### config.mk
export PLATFORM = sky130hd
export DESIGN_NAME = button_switch_conditioner
export DESIGN_NICKNAME = d
export VERILOG_FILES = /design/src/rtl/board_io_pkg.sv /design/src/rtl/sync_chain.sv /design/src/rtl/button_switch_conditioner.sv
export SDC_FILE = /design/constraint.sdc
export NUM_CORES = 1
export LEC_CHECK = 0
export CORE_ASPECT_RATIO = 1.75
export CORE_MARGIN = 5
export CORE_UTILIZATION = 35
export CTS_CLUSTER_SIZE = 14
export DETAILED_ROUTE_END_ITERATION = 12
export DONT_BUFFER_PORTS = 1
export PLACE_DENSITY_LB_ADDON = 0.15
export SLEW_MARGIN = 10
export SYNTH_ARGS = -nofsm -noshare
export SYNTH_HDL_FRONTEND = slang
export SYNTH_SLANG_ARGS = --single-unit
### constraint.sdc
create_clock -name clk -period 2.5 [get_ports clk]
set_input_delay 0.25 -clock clk [delete_from_list [all_inputs] [get_ports clk]]
set_output_delay 0.25 -clock clk [all_outputs]
set_load 0.05 [all_outputs]
### src/rtl/board_io_pkg.sv
// ----------------------------------------------------------------------------
// board_io_pkg
//   Shared definitions for the board I/O front end: debounce FSM state
//   encodings and default timing parameters.
// ----------------------------------------------------------------------------
package board_io_pkg;

    // Debounce FSM state encodings
    localparam logic [1:0] REL        = 2'd0;
    localparam logic [1:0] PRESS_WAIT = 2'd1;
    localparam logic [1:0] PRESSED    = 2'd2;
    localparam logic [1:0] REL_WAIT   = 2'd3;

    localparam int unsigned DEBOUNCE_DEFAULT = 1000000;
    localparam int unsigned SYNC_DEFAULT     = 2;

endpackage

### src/rtl/sync_chain.sv
// ----------------------------------------------------------------------------
// sync_chain
//   Multi-stage flip-flop synchroniser for asynchronous inputs.
//   Each bit passes through STAGES flops.
// Ports:
//   clk  in   1      system clock
//   rst  in   1      synchronous active-high reset, clears every stage
//   d    in   WIDTH  asynchronous input
//   q    out  WIDTH  synchronised output (last stage)
// ----------------------------------------------------------------------------
module sync_chain #(
    parameter int unsigned WIDTH  = 1,
    parameter int unsigned STAGES = 2
) (
    input  logic             clk,
    input  logic             rst,
    input  logic [WIDTH-1:0] d,
    output logic [WIDTH-1:0] q
);

    // stage_q[0] is the metastability-catching flop, stage_q[STAGES-1] the output
    logic [STAGES-1:0][WIDTH-1:0] stage_q;

    always_ff @(posedge clk) begin
        if (rst) begin
            stage_q <= '0;
        end else begin
            stage_q <= {stage_q[STAGES-2:0], d};
        end
    end

    assign q = stage_q[STAGES-1];

endmodule

### src/rtl/button_switch_conditioner.sv
// ----------------------------------------------------------------------------
// button_switch_conditioner
//   Conditions a bouncy pushbutton and a slide-switch bus for the sequence
//   detector. Both are synchronised; the button is debounced by a 4-state
//   FSM that issues one single-cycle press_pulse per accepted press, and the
//   synchronised switches are snapshotted on that pulse.
// Ports:
//   clk          in   1     system clock
//   rst          in   1     synchronous active-high reset
//   button_raw   in   1     asynchronous pushbutton, 1 = pressed
//   switch_raw   in   SW_W  asynchronous slide switches
//   press_pulse  out  1     one-cycle strobe per accepted press
//   switch_snap  out  SW_W  switch value captured with press_pulse
//   pressed      out  1     debounced button level
// ----------------------------------------------------------------------------
module button_switch_conditioner
    import board_io_pkg::*;
#(
    parameter int unsigned DEBOUNCE_CYCLES = DEBOUNCE_DEFAULT,
    parameter int unsigned SYNC_STAGES     = SYNC_DEFAULT,
    parameter int unsigned SW_W            = 8
) (
    input  logic            clk,
    input  logic            rst,
    input  logic            button_raw,
    input  logic [SW_W-1:0] switch_raw,
    output logic            press_pulse,
    output logic [SW_W-1:0] switch_snap,
    output logic            pressed
);

    localparam int unsigned      CNT_W    = $clog2(DEBOUNCE_CYCLES + 1);
    localparam logic [CNT_W-1:0] CNT_LAST = CNT_W'(DEBOUNCE_CYCLES - 1);

    logic            btn_s;
    logic [SW_W-1:0] sw_s;

    logic [1:0]       state_q, state_d;
    logic [CNT_W-1:0] cnt_q, cnt_d;
    logic             pulse_q, pulse_d;
    logic [SW_W-1:0]  snap_q, snap_d;

    sync_chain #(
        .WIDTH  (1),
        .STAGES (SYNC_STAGES)
    ) u_btn_sync (
        .clk (clk),
        .rst (rst),
        .d   (button_raw),
        .q   (btn_s)
    );

    sync_chain #(
        .WIDTH  (SW_W),
        .STAGES (SYNC_STAGES)
    ) u_sw_sync (
        .clk (clk),
        .rst (rst),
        .d   (switch_raw),
        .q   (sw_s)
    );

    always_comb begin
        state_d = state_q;
        cnt_d   = cnt_q;
        pulse_d = 1'b0;
        snap_d  = snap_q;
        case (state_q)
            REL: begin
                if (btn_s) begin
                    state_d = PRESS_WAIT;
                    cnt_d   = '0;
                end
            end
            PRESS_WAIT: begin
                // A bounce in the final count cycle still aborts the press
                if (!btn_s) begin
                    state_d = REL;
                    cnt_d   = '0;
                end else if (cnt_q == CNT_LAST) begin
                    state_d = PRESSED;
                    pulse_d = 1'b1;
                    snap_d  = sw_s;
                end else begin
                    cnt_d = cnt_q + 1'b1;
                end
            end
            PRESSED: begin
                if (!btn_s) begin
                    state_d = REL_WAIT;
                    cnt_d   = '0;
                end
            end
            REL_WAIT: begin
                // Returning high is release bounce: back to PRESSED, no new pulse
                if (btn_s) begin
                    state_d = PRESSED;
                end else if (cnt_q == CNT_LAST) begin
                    state_d = REL;
                end else begin
                    cnt_d = cnt_q + 1'b1;
                end
            end
            default: begin
                state_d = REL;
                cnt_d   = '0;
            end
        endcase
    end

    always_ff @(posedge clk) begin
        if (rst) begin
            state_q <= REL;
            cnt_q   <= '0;
            pulse_q <= 1'b0;
            snap_q  <= '0;
        end else begin
            state_q <= state_d;
            cnt_q   <= cnt_d;
            pulse_q <= pulse_d;
            snap_q  <= snap_d;
        end
    end

    assign press_pulse = pulse_q;
    assign switch_snap = snap_q;
    assign pressed     = (state_q == PRESSED) || (state_q == REL_WAIT);

endmodule

[Word level (Yosys, flattened, before mapping)]
Index checks and enable logic that the tools add are counted.
Operators by class
  add/sub/neg operators: 1
  muxes and demuxes: 14
  reduce and logical (&&, ||, !) cells: 6
  equality and inequality tests: 9
  bitwise logic cells: 2
Operators by type and width (count)
  $mux 20: 5
  $pmux 20 s4: 1
  $add 20x1->20 const B: 1
  $eq 20x20->1 const B: 1
  $mux 2: 6
  $pmux 2 s4: 1
  $reduce_and 3->1: 2
  $eq 2x2->1 const B: 2
  $ne 2x2->1 const B: 2
  $reduce_and 4->1: 1
  $ne 3x2->1 const B: 1
  $ne 3x3->1 const B: 1
  $reduce_or 3->1: 1
  $eq 2x1->1 const B: 1
  $logic_not 2->1: 1
  $ne 2x1->1 const B: 1
  $not 1->1: 2
  $logic_or 1x1->1: 1
  $mux 1: 1
Word-level totals
  output and inout port bits: 10
  register bits after elaboration: 49

[Longest topological paths before layout]
  depth after elaboration: 4
  gate-level depth with buffers: 7

[Modules after synthesis]
A second synthesis with hierarchy kept.
Second synthesis, totals
  cells, all modules: 228
  area, all modules: 2120.8 um2
Modules (own cells, without submodules)
  button_switch_conditioner: area each 1544.0 um2, instances 1, cells an instance 183, seq. area each 620.6 um2
  sync_chain (u_sw_sync): area each 524.3 um2, instances 1, cells an instance 41, seq. area each 320.3 um2
  sync_chain (u_btn_sync): area each 52.6 um2, instances 1, cells an instance 4, seq. area each 40.0 um2

[Least setup slack after synthesis]
OpenSTA, ideal clock, no wires.
  path type: register -> register
  start: register cnt_q[0]
  end: register cnt_q[18]
  clock period less this slack: 1.845 ns
  cell stages (with the launch flop): 6
  required time: 2.426 ns
  slack: 0.655 ns
  library setup time: 0.074 ns
  arrival time: 1.771 ns
  cell sequence: dfxtp_1 -> ha_1 -> nand4_1 -> or4_4 -> or4_1 -> a31oi_1
Between the ends
  word-level cells in the longest chain between the ends: 4
  elaborated cells on any way between the ends: 6
  classes of those cells: add/sub: 1; eq/ne: 1; mux: 4
Ends and longest elaborated chain
  start, declared: line button_switch_conditioner.sv:39  | logic [CNT_W-1:0] cnt_q, cnt_d;
  start signal, assigned: line button_switch_conditioner.sv:119  | cnt_q <= cnt_d;
  $add 20x1->20 / $eq 20x20->1 (equally long branches)
  $mux 20 (*): line button_switch_conditioner.sv:80, button_switch_conditioner.sv:98
  $mux 20, on equally long branches: line button_switch_conditioner.sv:96, button_switch_conditioner.sv:77
  $pmux 20 s4 (*): line button_switch_conditioner.sv:68  | case (state_q)
Every way passes the cells marked *; elsewhere a longest branch is shown, timed or not. The select of a mux whose other input is x is not followed.
A chain may end at the register's enable or synchronous reset.

[Worst setup path after layout]
Ends and elaborated chain as after synthesis.

==> impl_metrics.tcl <==
set metrics [dict create \
    syn_to_final_growth_pct 10.5 \
    stdcell_count 312 \
    powerDensity_nw_per_um2 618 \
    hold_class "in -> reg" \
    core_region_area_um2 5880 \
    dp_slack_ps 523 \
    cts_resized 0 \
    postRouteAntennaNets 0 \
    finalMaxSlewViolations 0 \
    clk_pin_slew_ps 90 \
    use_met3 0.0218 \
    place_area_um2 2200 \
    dpl.hpwl_um 3810 \
    finClkSkew_ps 4.64 \
    clock_path_buffers 2 \
    final_cell_mix "49 x dfxtp_1, 18 x nor2b_1, 17 x a21oi_1" \
    synth_area_leader_cell "dfxtp_1" \
    postCtsSetupBuffers 0 \
    h-tree-depth 2 \
    final_util 0.398 \
    relSlewSlack 0.628 \
    cp-startpoint "cnt_q[0]" \
    syn_avg_cell_area_um2 9.04 \
    postRouteWirelength_um 5330 \
    status "complete, no violations" \
    synth_top_area_share 0.464 \
    power_leakage_nw 0.727 \
    layout_commonest_cell "dfxtp_1" \
    tightest_slew_ps 557 \
    place_inst 302 \
    drt-initial-drc-count 77 \
    rsz0062_at_grt "no" \
    cts_tree "done" \
    final_nets 245 \
    hold_violations 0 \
    via_per_inst 5.54 \
    ys_seq_area_frac 0.464 \
    antenna_found_initial 0 \
    max-cap-violations 0 \
    dieArea_um2 7760 \
    clkLatencyLatePin_ps 300 \
    gr-max-usage-layer "met2" \
    routedWlPerCell_um 17.1 \
    criticalPathCategory "reg -> reg" \
    clockRootBuffer "clkbuf_8" \
    synth_area_leaders "dfxtp_1 46%, nor2b_1 5.3%, nand4_1 4.7%, o31ai_1 4.6%, a21oi_1 4.0%" \
    hold_buffers 0 \
    yosys_most_used_dff "dfxtp_1" \
    syn_inst 234 \
    ys_seq_elements 49 \
    syn_area_um2 2120 \
    synth_edf_count 0 \
    grt_usage 0.141 \
    reg2reg_depth 5 \
    place.port_buffers 0 \
    max_freq_mhz 496 \
    grt_pass1_wl_um 8290 \
    ioPinCount 21 \
    vdd_drop_max_mv 0.276 \
    chipHeight_um 113 \
    diodes 0 \
    setup_viol 0 \
    grt_overflow_total 0 \
    cp_max_fo 8 \
    ys.warnings.count 0 \
    dr.pass1.iters 4 \
    syn_nets 246 \
    timing.final.crit_share 0.806 \
    postLayoutCellArea_um2 2340 \
    num_rows 37 \
    die_w_um 68.8 \
    arrival_ps 2240 \
    grt_max_degree 37 \
    r2r_start "cnt_q[0]" \
    cts_made_buffers 5 \
    async_flop_share 0 \
    required_ps 2730 \
    layout-drive-gt1-share 0.0855 \
    route.vias.total 1730 \
    fin_crit_ps 2020 \
    drcViolationCount 0 \
    grt_util_met2 0.260 \
    clock-sinks 49 \
    worstHoldStart "rst" \
    r2r-end "cnt_q[18]" \
    endpoint "cnt_q[18]" \
    place_congestion 0.837 \
    total_power_mw 1.45 \
    finalSetupTns_ps 0 \
    start_util 0.360 \
    hold_ws_ps 17.2 \
    grt_pass1_vias 1635 \
    rrSetupSlack_ps 480 \
    end_kind "register" \
    ys_types 40 \
    start_kind "register" \
    setup_ws_ps 485 \
    grt_util_met1 0.149 \
]
[final cells by class]
class | count | area [µm²]
multi-input combinational | 160 | 1040
tap | 78 | 97.6
clock buffer | 6 | 82.6
sequential | 49 | 981
inverter | 8 | 30.0
timing repair buffer | 9 | 72.6
clock inverter | 2 | 37.5
fill | 620 | 3540
[worst min-delay path by stage]
stage / end / slack [ps] / cells after the start
detailed placement: switch_snap[4] / 330 / 1
floorplan: u_btn_sync.stage_q[0] / 380 / 1
finish: register / 20 / 1
CTS: u_sw_sync.stage_q[7] / 0.03 / 1
global placement: switch_snap[4] / 320 / 1
global route: u_sw_sync.stage_q[4] / 0.2 / 1
[flip-flops by register name, summed over array words and instances, names as in the netlist, named ones only]
name	cells
cnt_q	20
switch_snap	8
u_sw_sync.q	8
u_sw_sync.stage_q	8
press_pulse	1
state_q	1
u_btn_sync.q	1
u_btn_sync.stage_q	1
[cells in the mapped netlist, drive strengths merged (2+ instances only)]
library cell / number
o31ai: 13
and4: 4
a211oi: 4
inv: 8
o211ai: 3
nor4: 4
and3: 2
dfxtp: 49
a31oi: 5
nand2: 15
xnor2: 2
nand4: 17
mux2i: 5
clkbuf: 13
nor2b: 18
o311ai: 2
o21ai: 4
buf: 4
a21oi: 17
or3: 4
nand3: 13
nand3b: 5
nor2: 2
nor3b: 2
or4: 8
[layer usage]
layer,share of wire,vias to the layer above,wire [µm]
met5,0,-,0
met4,0.027,0,142
met3,0.028,9,151
met2,0.57,30,3040
met1,0.37,817,2000
li1,-,874,-
[power breakdown]
part | internal, mW | total [mW] | leakage (nW) | switching (mW)
registers | 0.795 | 0.804 | 0.399 | 0.00895
logic | 0.0189 | 0.0474 | 0.271 | 0.0285
clock network | 0.326 | 0.595 | 0.0574 | 0.269
total | 1.14 | 1.45 | 0.727 | 0.307
[worst max-delay path, cell delays in order, from the launching register on]
cell     delay (ps)
dfxtp_1         470
ha_1            290
nand4_1         110
or4_4           440
or4_1           470
a31oi_1         160
[logic make-up (layout without fill, tap and decap cells)]
group                    Yosys count  in the layout  synth area share
multiplexers                       5              5            0.0237
flip-flops                        49             49             0.464
buffers and inverters             25             25            0.0461
XOR/XNOR                           3              3            0.0124
AO/OA/AOI/OAI                     52             52             0.159
AND/OR/NAND/NOR                   99             99             0.289
adder cells (fa/ha/maj)            1              1           0.00591
Note: power is estimated with default switching activity, not from simulation.
